$ cat src/rtl/mcu_dbg_probe.sv
// mcu_dbg_probe: live probe-group mux with a masked trigger and a DEPTH-deep capture buffer.
module mcu_dbg_probe #(
    parameter int NGRP  = 4,
    parameter int W     = 32,
    parameter int DEPTH = 8,
    parameter int SELW  = 2
) (
    input  logic                     sys_clk,
    input  logic                     sys_rst,
    input  logic [SELW-1:0]          test_sel,
    input  logic [NGRP*W-1:0]        probe_in,
    input  logic [W-1:0]             trig_mask,
    input  logic [W-1:0]             trig_val,
    input  logic                     arm,
    input  logic                     rd_req,
    output logic [W-1:0]             test_out,
    output logic                     trig_hit,
    output logic [1:0]               cap_state,
    output logic                     rd_valid,
    output logic [W-1:0]             rd_data,
    output logic [$clog2(DEPTH):0]   cap_cnt
);
    localparam int AW = $clog2(DEPTH);
    typedef enum logic [1:0] {IDLE, ARMED, CAPTURE, DONE} state_t;
    state_t        r_state;
    logic [W-1:0]  r_mem [DEPTH];
    logic [AW-1:0] r_wp, r_rp;
    logic [W-1:0]  w_sel;
    logic          w_match, w_wr, w_rd;
    // out-of-range selects fall through to zero
    always_comb begin
        w_sel = '0;
        for (int g = 0; g < NGRP; g++)
            if (test_sel == SELW'(g)) w_sel = probe_in[g*W +: W];
    end
    assign w_match   = ((test_out ^ trig_val) & trig_mask) == '0;
    assign w_wr      = !arm && (r_state == CAPTURE || (r_state == ARMED && w_match));
    assign w_rd      = !arm && r_state == DONE && rd_req && cap_cnt != '0;
    assign cap_state = r_state;
    always_ff @(posedge sys_clk) begin
        if (sys_rst) begin
            test_out <= '0;
            trig_hit <= 1'b0;
            rd_valid <= 1'b0;
            rd_data  <= '0;
            cap_cnt  <= '0;
            r_state  <= IDLE;
            r_wp     <= '0;
            r_rp     <= '0;
        end else begin
            test_out <= w_sel;
            trig_hit <= !arm && r_state == ARMED && w_match;
            rd_valid <= w_rd;
            if (w_rd) begin
                rd_data <= r_mem[r_rp];
                r_rp    <= r_rp + 1'b1;
            end
            if (arm) begin
                r_state <= ARMED;
                cap_cnt <= '0;
                r_wp    <= '0;
                r_rp    <= '0;
            end else if (w_wr) begin
                r_wp    <= r_wp + 1'b1;
                cap_cnt <= cap_cnt + 1'b1;
                r_state <= (cap_cnt == (AW+1)'(DEPTH-1)) ? DONE : CAPTURE;
            end else if (w_rd) begin
                cap_cnt <= cap_cnt - 1'b1;
            end
        end
    end
    always_ff @(posedge sys_clk)
        if (w_wr) r_mem[r_wp] <= test_out;
endmodule

$ cat config.mk
export PLATFORM = sky130hd
export DESIGN_NAME = mcu_dbg_probe
export DESIGN_NICKNAME = d
export VERILOG_FILES = /design/src/rtl/mcu_dbg_probe.sv
export SDC_FILE = /design/constraint.sdc
export NUM_CORES = 1
export LEC_CHECK = 0
export ABC_AREA = 1
export CAP_MARGIN = 20
export CELL_PAD_IN_SITES_DETAIL_PLACEMENT = 0
export CELL_PAD_IN_SITES_GLOBAL_PLACEMENT = 2
export CORE_ASPECT_RATIO = 1.1
export CORE_MARGIN = 8
export CORE_UTILIZATION = 40
export DETAILED_ROUTE_END_ITERATION = 8
export DONT_BUFFER_PORTS = 1
export PLACE_DENSITY = 0.88
export SYNTH_ARGS = -nofsm -noshare
export SYNTH_HDL_FRONTEND = slang
export SYNTH_SLANG_ARGS = --single-unit
export TNS_END_PERCENT = 1
$ cat constraint.sdc
create_clock -name sys_clk -period 4.25 [get_ports sys_clk]
set_clock_uncertainty 0.2 [all_clocks]
set_input_delay 0.85 -clock sys_clk [delete_from_list [all_inputs] [get_ports sys_clk]]
set_output_delay 0.85 -clock sys_clk [all_outputs]
set_load 0.02 [all_outputs]
# Yosys cells after proc, flatten, opt, wreduce, memory -nomap -nowiden
# Memories as Yosys holds them, arrays and structs flattened. A register that Yosys moved wholly into a read port is not among the register bits.
# Cells that the tools add are included.
# W data, S select, Z words.
totals:
  ff_bits: 46
  n_memories: 1
  output_inout_bits: 72
  in_bits: 198
  mem_bits_rw: 256
op_classes:
  bitwise_logic: 2
  eq_ne: 7
  muxes: 11
  add_sub_neg: 4
  reduce_logical: 15
mem_list:
  columns: ["name", "depth", "width", "rd", "rd_clocked_by_memory_dff", "wr", "line", "text"]
  rows:
  - ["r_mem", 8, 32, 1, 1, 1, "26", "logic [W-1:0] r_mem [DEPTH];"]
op_table:
  columns: ["operator", "count"]
  rows:
  - ["$mux W32", 4]
  - ["$and A32 B32 Y32", 1]
  - ["$logic_not A32 Y1", 1]
  - ["$xor A32 B32 Y32", 1]
  - ["$eq A2 B2 Y1 const B", 4]
  - ["$mux W4", 2]
  - ["$logic_and A1 B1 Y1", 7]
  - ["$add A3 B1 Y3 const B", 2]
  - ["$mux W1", 5]
  - ["$add A4 B1 Y4 const B", 1]
  - ["$eq A2 B1 Y1 const B", 2]
  - ["$eq A4 B3 Y1 const B", 1]
  - ["$reduce_bool A2 Y1", 2]
  - ["$reduce_bool A4 Y1", 1]
  - ["$sub A4 B1 Y4 const B", 1]
  - ["$logic_not A2 Y1", 1]
  - ["$reduce_or A2 Y1", 1]
  - ["$logic_not A1 Y1", 1]
  - ["$logic_or A1 B1 Y1", 1]

# Logic depth before layout (Yosys ltp)
# Gate-level depths: netlist of the first run.
logic_depth:
  ltp_word: 8
  ltp_mapped: 20
  depth_no_buf: 19

# Least setup slack after synthesis of the first run
# No wires, ideal clock.
synth_path:
  path_type: "input to register"
  start: "input trig_val[27]"
  end: "memory r_mem[1][0], enable pin"
  slack_ps: 434
  cell_stages: 13
  setup_time_ps: 421
  arrival_ps: 3195
  t_required_ps: 3629
  cell_sequence: "or2_1 nand3_2 nand2_1 inv_1 nand2_1 nor2_1 nand3_1 nand2_2 nand2_2 buf_6 clkinv_2 nand2_2 nor2_1"
synth_via:
  elab_chain_len: 8
synth_rtl:
  columns: ["element", "line", "text"]
  rows:
  - ["start, declared", "13", "input logic [W-1:0] trig_val,"]
  - ["$xor A32 B32 Y32", "36", "assign w_match = ((test_out ^ trig_val) & trig_mask) == '0;"]
  - ["$and A32 B32 Y32", "36", null]
  - ["$logic_not A32 Y1", "36", null]
  - ["$logic_and A1 B1 Y1", "37", "assign w_wr = !arm && (r_state == CAPTURE || (r_state == ARMED && w_match));"]
  - ["$logic_or A1 B1 Y1", "37", null]
  - ["$logic_and A1 B1 Y1", "37", null]
  - ["$mux W1", "73", "if (w_wr) r_mem[r_wp] <= test_out;"]
  - ["$mux W1 (not written as such)", "73", null]
  - ["end, declared", "26", null]
# Every way passes these cells.

# Worst setup path after layout of the first run
layout_path:
  start: "register test_out[25]"
  end: "memory r_mem[2][15], enable pin"
layout_via:
  elab_chain_len: 8
layout_rtl:
  columns: ["element", "line", "text"]
  rows:
  - ["start, declared", "16", "output logic [W-1:0] test_out,"]
  - ["start signal, assigned", "51", "test_out <= w_sel;"]
  - ["$xor A32 B32 Y32", "36", null]
  - ["$and A32 B32 Y32", "36", null]
  - ["$logic_not A32 Y1", "36", null]
  - ["$logic_and A1 B1 Y1", "37", null]
  - ["$logic_or A1 B1 Y1", "37", null]
  - ["$logic_and A1 B1 Y1", "37", null]
  - ["$mux W1", "73", null]
  - ["$mux W1 (not written as such)", "73", null]
# Every way passes these cells.

==> results.toml, run 1 <==
[status]
run_status = "completed"

[clock_tree]
clock_buffer_depth = 3
cts.clk_slew.worst_paths_ns = 0.06
cts-htree-levels = 2
clkSinkCount = 334
cts_root_buf = "sky130_fd_sc_hd__clkbuf_16"
cts_setup_buffers = 0
cts_bufs_inserted = 34
cts_resized = 0
clock_latency_ns = 0.51
ctsHoldBuffers = 0
tritoncts = "built"

[detailed_routing]
drt-vias-per-instance = 5.51
detail_route.first_pass.iterations = 5
postRouteWirelength_um = 41200
initialDrtViolationCount = 727
post_drt_wl_per_cell_um = 23.4
postRouteAntennaNets = 0
route.detailed.drc = 0
vias = 9695

[timing]
maxSlewHeadroom_pct = 27.8
fmax_mhz = 283
worst_slew_pin_slew_ns = 1.08
finalWorstPathRequiredPeriod_ns = 3.54
maxSlewViolCount = 0
rsz_0062_raised_after_global_routing = "no"
hold_violations = 0
setup_viol = 0
setup_tns_final_ns = 0
min_period_over_period_pct = 83.3

[die]
die_area_mm2 = 0.0409
ios = 270
die_h_um = 211
effective_utilization_at_floorplan_pct = 40.6
rows = 71
core_outline_area_mm2 = 0.0342
die_width_um = 194

[layout]
drive_above_1_share_pct = 8.71
regArea_mm2 = 0.00925
nNetsFinal = 1501
filler_cell_count = 3080
final_cell_area_mm2 = 0.0155
area_growth_syn_to_layout_pct = 11.5
multi_input_area_mm2 = 0.00396

[global_route]
number_of_global_route_vias_before_repair = 9572
global_route_wire_length_before_repair_um = 60700
largest_net_degree_at_the_start_of_global_routing = 68
number_of_antenna_violations_at_the_first_check_in_global_routing = 0
globalRouteOverflowTotal = 0
gr-usage-all-layers_pct = 19.5

[synthesis]
avgSynthCellArea_um2 = 10.7
yosysSeqAreaShare_pct = 66.6
ys_ff_latch = 334
ys_warn_count = 0
synthesis.area_mm2 = 0.0139
syn_nets = 1505
yosysUniqueCellTypes = 36
postSynthCellCount = 1302

[power_and_ir_drop]
power.static_leakage_nw = 5.55
p_per_area_mw_per_mm2 = 428
max-vdd-ir-drop_uv = 253

[flow_run]
cap_viol_max_count = 0

[critical_path]
worst-setup-path-type = "register to register"
largest_driver_fanout_on_the_critical_path = 32
critical_path_arrival_ns = 3.47
minimum_setup_slack_among_reg_to_reg_paths_ns = 0.71
worstSetupStartpointType = "register"
crit_required_ns = 4.18
critical_path.endpoint_type = "register"

[place]
detail_placement_hpwl_um = 28700
numPortBuffers = 0
postPlaceCellArea_mm2 = 0.0144
gpl.final_weighted_congestion = 0.912

[min_path]
hold_path.class = "primary input to register"
[flip-flops by register name, summed over array words and instances, names as in the netlist, 2 cells and up]
| register | cells |
|---|---|
| r_mem | 256 |
| rd_data | 32 |
| test_out | 32 |
| cap_cnt | 4 |
| r_rp | 3 |
| r_wp | 3 |
| cap_state | 2 |
[Yosys cell counts, drive strengths merged]
| library cell | instances | area [µm²] |
|---|---|---|
| fa | 1 | 20.0 |
| a211oi | 1 | 7.51 |
| edfxtp | 256 | 7690 |
| xor2 | 2 | 17.5 |
| clkinv | 2 | 8.75 |
| o221ai | 32 | 280 |
| inv | 94 | 353 |
| o21ai | 227 | 1140 |
| a21oi | 44 | 224 |
| o2111ai | 1 | 8.76 |
| nand4 | 8 | 50.1 |
| ha | 4 | 50.1 |
| nand3b | 1 | 7.51 |
| clkbuf | 65 | 244 |
| nor4 | 3 | 18.8 |
| nand2 | 140 | 546 |
| nor2 | 164 | 616 |
| o22ai | 32 | 200 |
| nor3 | 1 | 5.00 |
| nand3 | 91 | 465 |
| dfxtp | 78 | 1560 |
| buf | 16 | 86.3 |
| or2 | 7 | 46.3 |
| o211ai | 32 | 240 |
[layout by cell type, fill, tap and decap left out, drive strengths merged, types with 41 or more instances in the layout]
| master | netlist | layout |
|---|---|---|
| a21oi | 44 | 44 |
| buf | 16 | 41 |
| clkbuf | 65 | 43 |
| dfxtp | 78 | 78 |
| edfxtp | 256 | 256 |
| inv | 94 | 96 |
| nand2 | 140 | 140 |
| nand3 | 91 | 91 |
| nor2 | 164 | 164 |
| o21ai | 227 | 227 |
[layout make-up]
cell class | instances | area share, %
clock buffers | 43 | 5.92
multi-input cells | 791 | 25.6
inverters | 96 | 2.34
flip-flops and latches | 334 | 59.8
repair buffers | 41 | 2.17
well taps | 438 | 3.54
diodes | 1 | 0.0162
clock inverters | 16 | 0.679
[metrics by stage]
stage          worst slack, ns  utilization [%]  hold WS [ns]  total power (W)  std cells
3_3_place_gp             0.581             42.1         0.322          0.00394       1697
3_5_place_dp             0.649             42.2         0.320          0.00395       1698
6_report                 0.711             45.3         0.203          0.00663       1760
2_1_floorplan            0.434                -         0.292          0.00383       1302
5_1_grt                  0.434             45.3         0.196          0.00686       1759
4_1_cts                  0.700             45.2         0.193          0.00669       1757
[path summary, 6_finish.rpt]
path | from | to | cells after the start
min reg2reg | r_wp[2]$_SDFFE_PP0P_ | r_wp[2]$_SDFFE_PP0P_ | 2
min | sys_rst | cap_state[0]$_SDFFE_PP0P_ | 1
max reg2reg | test_out[25]$_SDFF_PP0_ | r_mem[2][15]$_DFFE_PP_ | 12
max | test_out[25]$_SDFF_PP0_ | r_mem[2][15]$_DFFE_PP_ | 12
[per-layer routing]
| metal | global-route usage, % | vias to the layer above | share of wire, % |
|---|---|---|---|
| li1 | - | 4649 | - |
| met3 | 4.45 | 54 | 7.3 |
| met5 | 0 | - | 0 |
| met1 | 23.2 | 4623 | 40 |
| met2 | 34.8 | 369 | 50 |
| met4 | 5.79 | 0 | 2.3 |
[report_power, final]
group | internal [W] | total, W | switching (W)
clock | 0.00158 | 0.00275 | 0.00117
combinational | 0.0000815 | 0.000249 | 0.000167
sequential | 0.00355 | 0.00363 | 0.0000787
total | 0.00522 | 0.00663 | 0.00142
[logic make-up after synthesis]
group	share of synthesized area [%]
flops	66.6
xor+xnor	0.126
buf+inv	4.99
fa+ha+maj	0.505
simple gates	12.6
compound gates	15.1
[critical path: stages, from the launching register on]
cell	delay (ns)
sky130_fd_sc_hd__dfxtp_1	0.73
sky130_fd_sc_hd__nand2_1	0.12
sky130_fd_sc_hd__nand3_1	0.24
sky130_fd_sc_hd__nand2_1	0.08
sky130_fd_sc_hd__nor2_1	0.16
sky130_fd_sc_hd__nand2_1	0.07
sky130_fd_sc_hd__nor2_1	0.08
sky130_fd_sc_hd__nand3_1	0.21
sky130_fd_sc_hd__nand2_2	0.17
sky130_fd_sc_hd__nand2_2	0.21
sky130_fd_sc_hd__or2_4	0.34
sky130_fd_sc_hd__nor2_2	0.08
sky130_fd_sc_hd__buf_4	0.43
Power figures use the tool's default switching activity.
==> run 2, diff against run 1 <==
CORE_UTILIZATION = 36   (was 40)
PLACE_DENSITY = 0.84   (was 0.88)
clock period = 3.15 ns   (was 4.25 ns; I/O delays follow)
==> run 2 against run 1 <==
  * Sequential cell count unchanged
  * First-iteration DRC count down 22%
  * Non-clock buffer count up 53
  * Setup slack worse by 0.39 ns
  * Combinational power up 81%
  * Fmax up 25%
  * Hold slack worse by 0.15 ns
  * Cell count up 6.8%
  * Critical endpoint is now cap_cnt[3]$_SDFFE_PP0P_
==> results.toml, run 2 (synthesized netlist as in run 1, its figures left out) <==
[status]
run_status = "completed"

[detailed_routing]
route.detailed.drc = 0
drt-vias-per-instance = 5.22
routed.top_layer = "met5"
post_drt_wl_per_cell_um = 22.6
postRouteWirelength_um = 42500
postRouteAntennaNets = 0
wl_met2_um = 21500
detailroute.wirelength.met3_um = 2850
wl_met1_um = 17100
detail_route.first_pass.iterations = 5
initialDrtViolationCount = 569
vias = 9805

[place]
detail_placement_hpwl_um = 30600
numPortBuffers = 0
gpl.final_weighted_congestion = 0.849
postPlaceCellArea_mm2 = 0.0150

[clock_tree]
clock_latency_ns = 0.52
tritoncts = "built"
clock_buffer_depth = 3
cts-htree-levels = 2
cts_root_buf = "sky130_fd_sc_hd__clkbuf_16"
cts_resized = 0
cts.clk_slew.worst_paths_ns = 0.06
cts_bufs_inserted = 35
clkSinkCount = 334
ctsHoldBuffers = 1
cts_setup_buffers = 0

[layout]
nNetsFinal = 1555
drive_above_1_share_pct = 12.6
top_register = "r_mem"
final_util_pct = 42.5
layout_common_cells = "256 x sky130_fd_sc_hd__edfxtp_1, 194 x sky130_fd_sc_hd__o21ai_0, 155 x sky130_fd_sc_hd__nor2_1"
area_growth_syn_to_layout_pct = 16.8
reg_top3 = "r_mem (256), rd_data (32), test_out (32)"
final_cell_area_mm2 = 0.0162
max_reg_flops = 256
leading_cell_type_in_the_layout_fill_and_taps_excluded = "sky130_fd_sc_hd__edfxtp_1"
filler_cell_count = 3629

[critical_path]
worstSetupStartpointType = "register"
crit_required_ns = 3.36
cp_common_cell = "sky130_fd_sc_hd__nand2_1"
critPathTopFamily = "simple AND/OR/NAND/NOR gates"
crit_slowest_cell = "sky130_fd_sc_hd__dfxtp_1"
cp.buffers_inverters = 0
worst_path_largest_cell_delay_ns = 0.53
largest_driver_fanout_on_the_critical_path = 4
critical_path.endpoint_type = "register"
cp_cell_sequence = "nand2_1, nand3_1, nand2_1, nor2_1, nand2_1, nor2_1, nand3_1, nand2_2, nand2_2, ha_1, nand2_1, nor2_1, a211oi_1, nand2_1, nand2_2, nand3_1, nand2_1, nor2_1"
worst-setup-path-type = "register to register"
critical_path_arrival_ns = 3.04

[timing]
min_period_over_period_pct = 89.8
setup_viol = 0
rsz_0062_raised_after_global_routing = "no"
hold_violations = 0
worst_slew_pin_slew_ns = 0.995
maxSlewViolCount = 0
maxSlewHeadroom_pct = 33.4
fmax_mhz = 354
setup_tns_final_ns = 0
finalWorstPathRequiredPeriod_ns = 2.83

[die]
ios = 270
core_outline_area_mm2 = 0.0381
effective_utilization_at_floorplan_pct = 36.4
rows = 75
die_area_mm2 = 0.0451
die_width_um = 203
die_h_um = 222

[power_and_ir_drop]
clockPowerShare_pct = 43.5
pwr-share-seq_pct = 51.7
comb_power_share_pct = 4.8
p_int_w = 0.00731
switching_power_w = 0.00204
p_sw_share_pct = 21.8
max-vdd-ir-drop_uv = 294
power.static_leakage_nw = 5.90
p_per_area_mw_per_mm2 = 577

[flow_run]
cap_viol_max_count = 0

[global_route]
number_of_antenna_violations_at_the_first_check_in_global_routing = 4
gr-usage-all-layers_pct = 18.5
globalRouteOverflowTotal = 0
number_of_global_route_vias_before_repair = 9978
global_route_wire_length_before_repair_um = 63300
largest_net_degree_at_the_start_of_global_routing = 70

[min_path]
hold_path.class = "primary input to register"
-- run 2: cell types whose count changed in the layout (fill, tap and decap cells not counted), moves of 2 or more --
cell	before	now
sky130_fd_sc_hd__clkinvlp_4	1	3
sky130_fd_sc_hd__buf_8	2	0
sky130_fd_sc_hd__clkbuf_8	1	4
sky130_fd_sc_hd__clkinv_4	0	2
sky130_fd_sc_hd__buf_12	1	12
sky130_fd_sc_hd__clkinv_2	8	5
sky130_fd_sc_hd__buf_4	38	81
sky130_fd_sc_hd__clkbuf_1	7	5
-- run 2: area by class of cell --
class,count,area [µm²],area share [%]
well taps,500,626,3.86
clock inverters,19,173,1.07
clock buffers,45,975,6.01
multi-input cells,791,3960,24.4
diodes,1,2.50,0.0154
inverters,96,362,2.23
flip-flops and latches,334,9250,57.1
repair buffers,94,858,5.30
-- run 2: power groups by stage --
stage / registers, W / clock network, W / logic, W
floorplan: 0.00498 / 0 / 0.000189
global placement: 0.00493 / 0 / 0.000454
detailed placement: 0.00493 / 0 / 0.000457
CTS: 0.00483 / 0.00418 / 0.000460
global route: 0.00484 / 0.00435 / 0.000500
finish: 0.00483 / 0.00407 / 0.000450
-- run 2: routing by layer --
layer,vias to the layer above,GRT usage [%]
met1,4645,21.5
met2,325,32.4
li1,4769,-
met4,4,5.59
met3,62,5.10
met5,-,0
-- run 2: stage by stage --
step	hold WS [ns]	worst slack (ns)	cells	power [W]
finish	0.0574	0.321	1880	0.00935
global route	0.0365	0.00579	1879	0.00968
CTS	0.0266	0.267	1879	0.00947
detailed placement	0.316	0.224	1814	0.00539
global placement	0.310	0.210	1814	0.00538
floorplan	0.292	-0.446	1302	0.00517
-- run 2: path summary, 6_finish.rpt --
kind	slack (ns)	from	depth (start not counted)	to
hold reg to reg	0.32	r_wp[2]$_SDFFE_PP0P_	2	r_wp[2]$_SDFFE_PP0P_
setup reg to reg	0.32	test_out[20]$_SDFF_PP0_	18	cap_cnt[3]$_SDFFE_PP0P_
hold / removal	0.06	probe_in[107]	2	test_out[11]$_SDFF_PP0_
setup / recovery	0.32	test_out[20]$_SDFF_PP0_	18	cap_cnt[3]$_SDFFE_PP0P_
-- run 2: worst register-to-register path: stages, from the launching register on --
cell and delay, ns:
sky130_fd_sc_hd__dfxtp_1 0.53, sky130_fd_sc_hd__nand2_1 0.10, sky130_fd_sc_hd__nand3_1 0.16, sky130_fd_sc_hd__nand2_1 0.07, sky130_fd_sc_hd__nor2_1 0.21, sky130_fd_sc_hd__nand2_1 0.08
sky130_fd_sc_hd__nor2_1 0.08, sky130_fd_sc_hd__nand3_1 0.11, sky130_fd_sc_hd__nand2_2 0.09, sky130_fd_sc_hd__nand2_2 0.07, sky130_fd_sc_hd__ha_1 0.31, sky130_fd_sc_hd__nand2_1 0.07
sky130_fd_sc_hd__nor2_1 0.04, sky130_fd_sc_hd__a211oi_1 0.24, sky130_fd_sc_hd__nand2_1 0.10, sky130_fd_sc_hd__nand2_2 0.08, sky130_fd_sc_hd__nand3_1 0.06, sky130_fd_sc_hd__nand2_1 0.08
sky130_fd_sc_hd__nor2_1 0.04
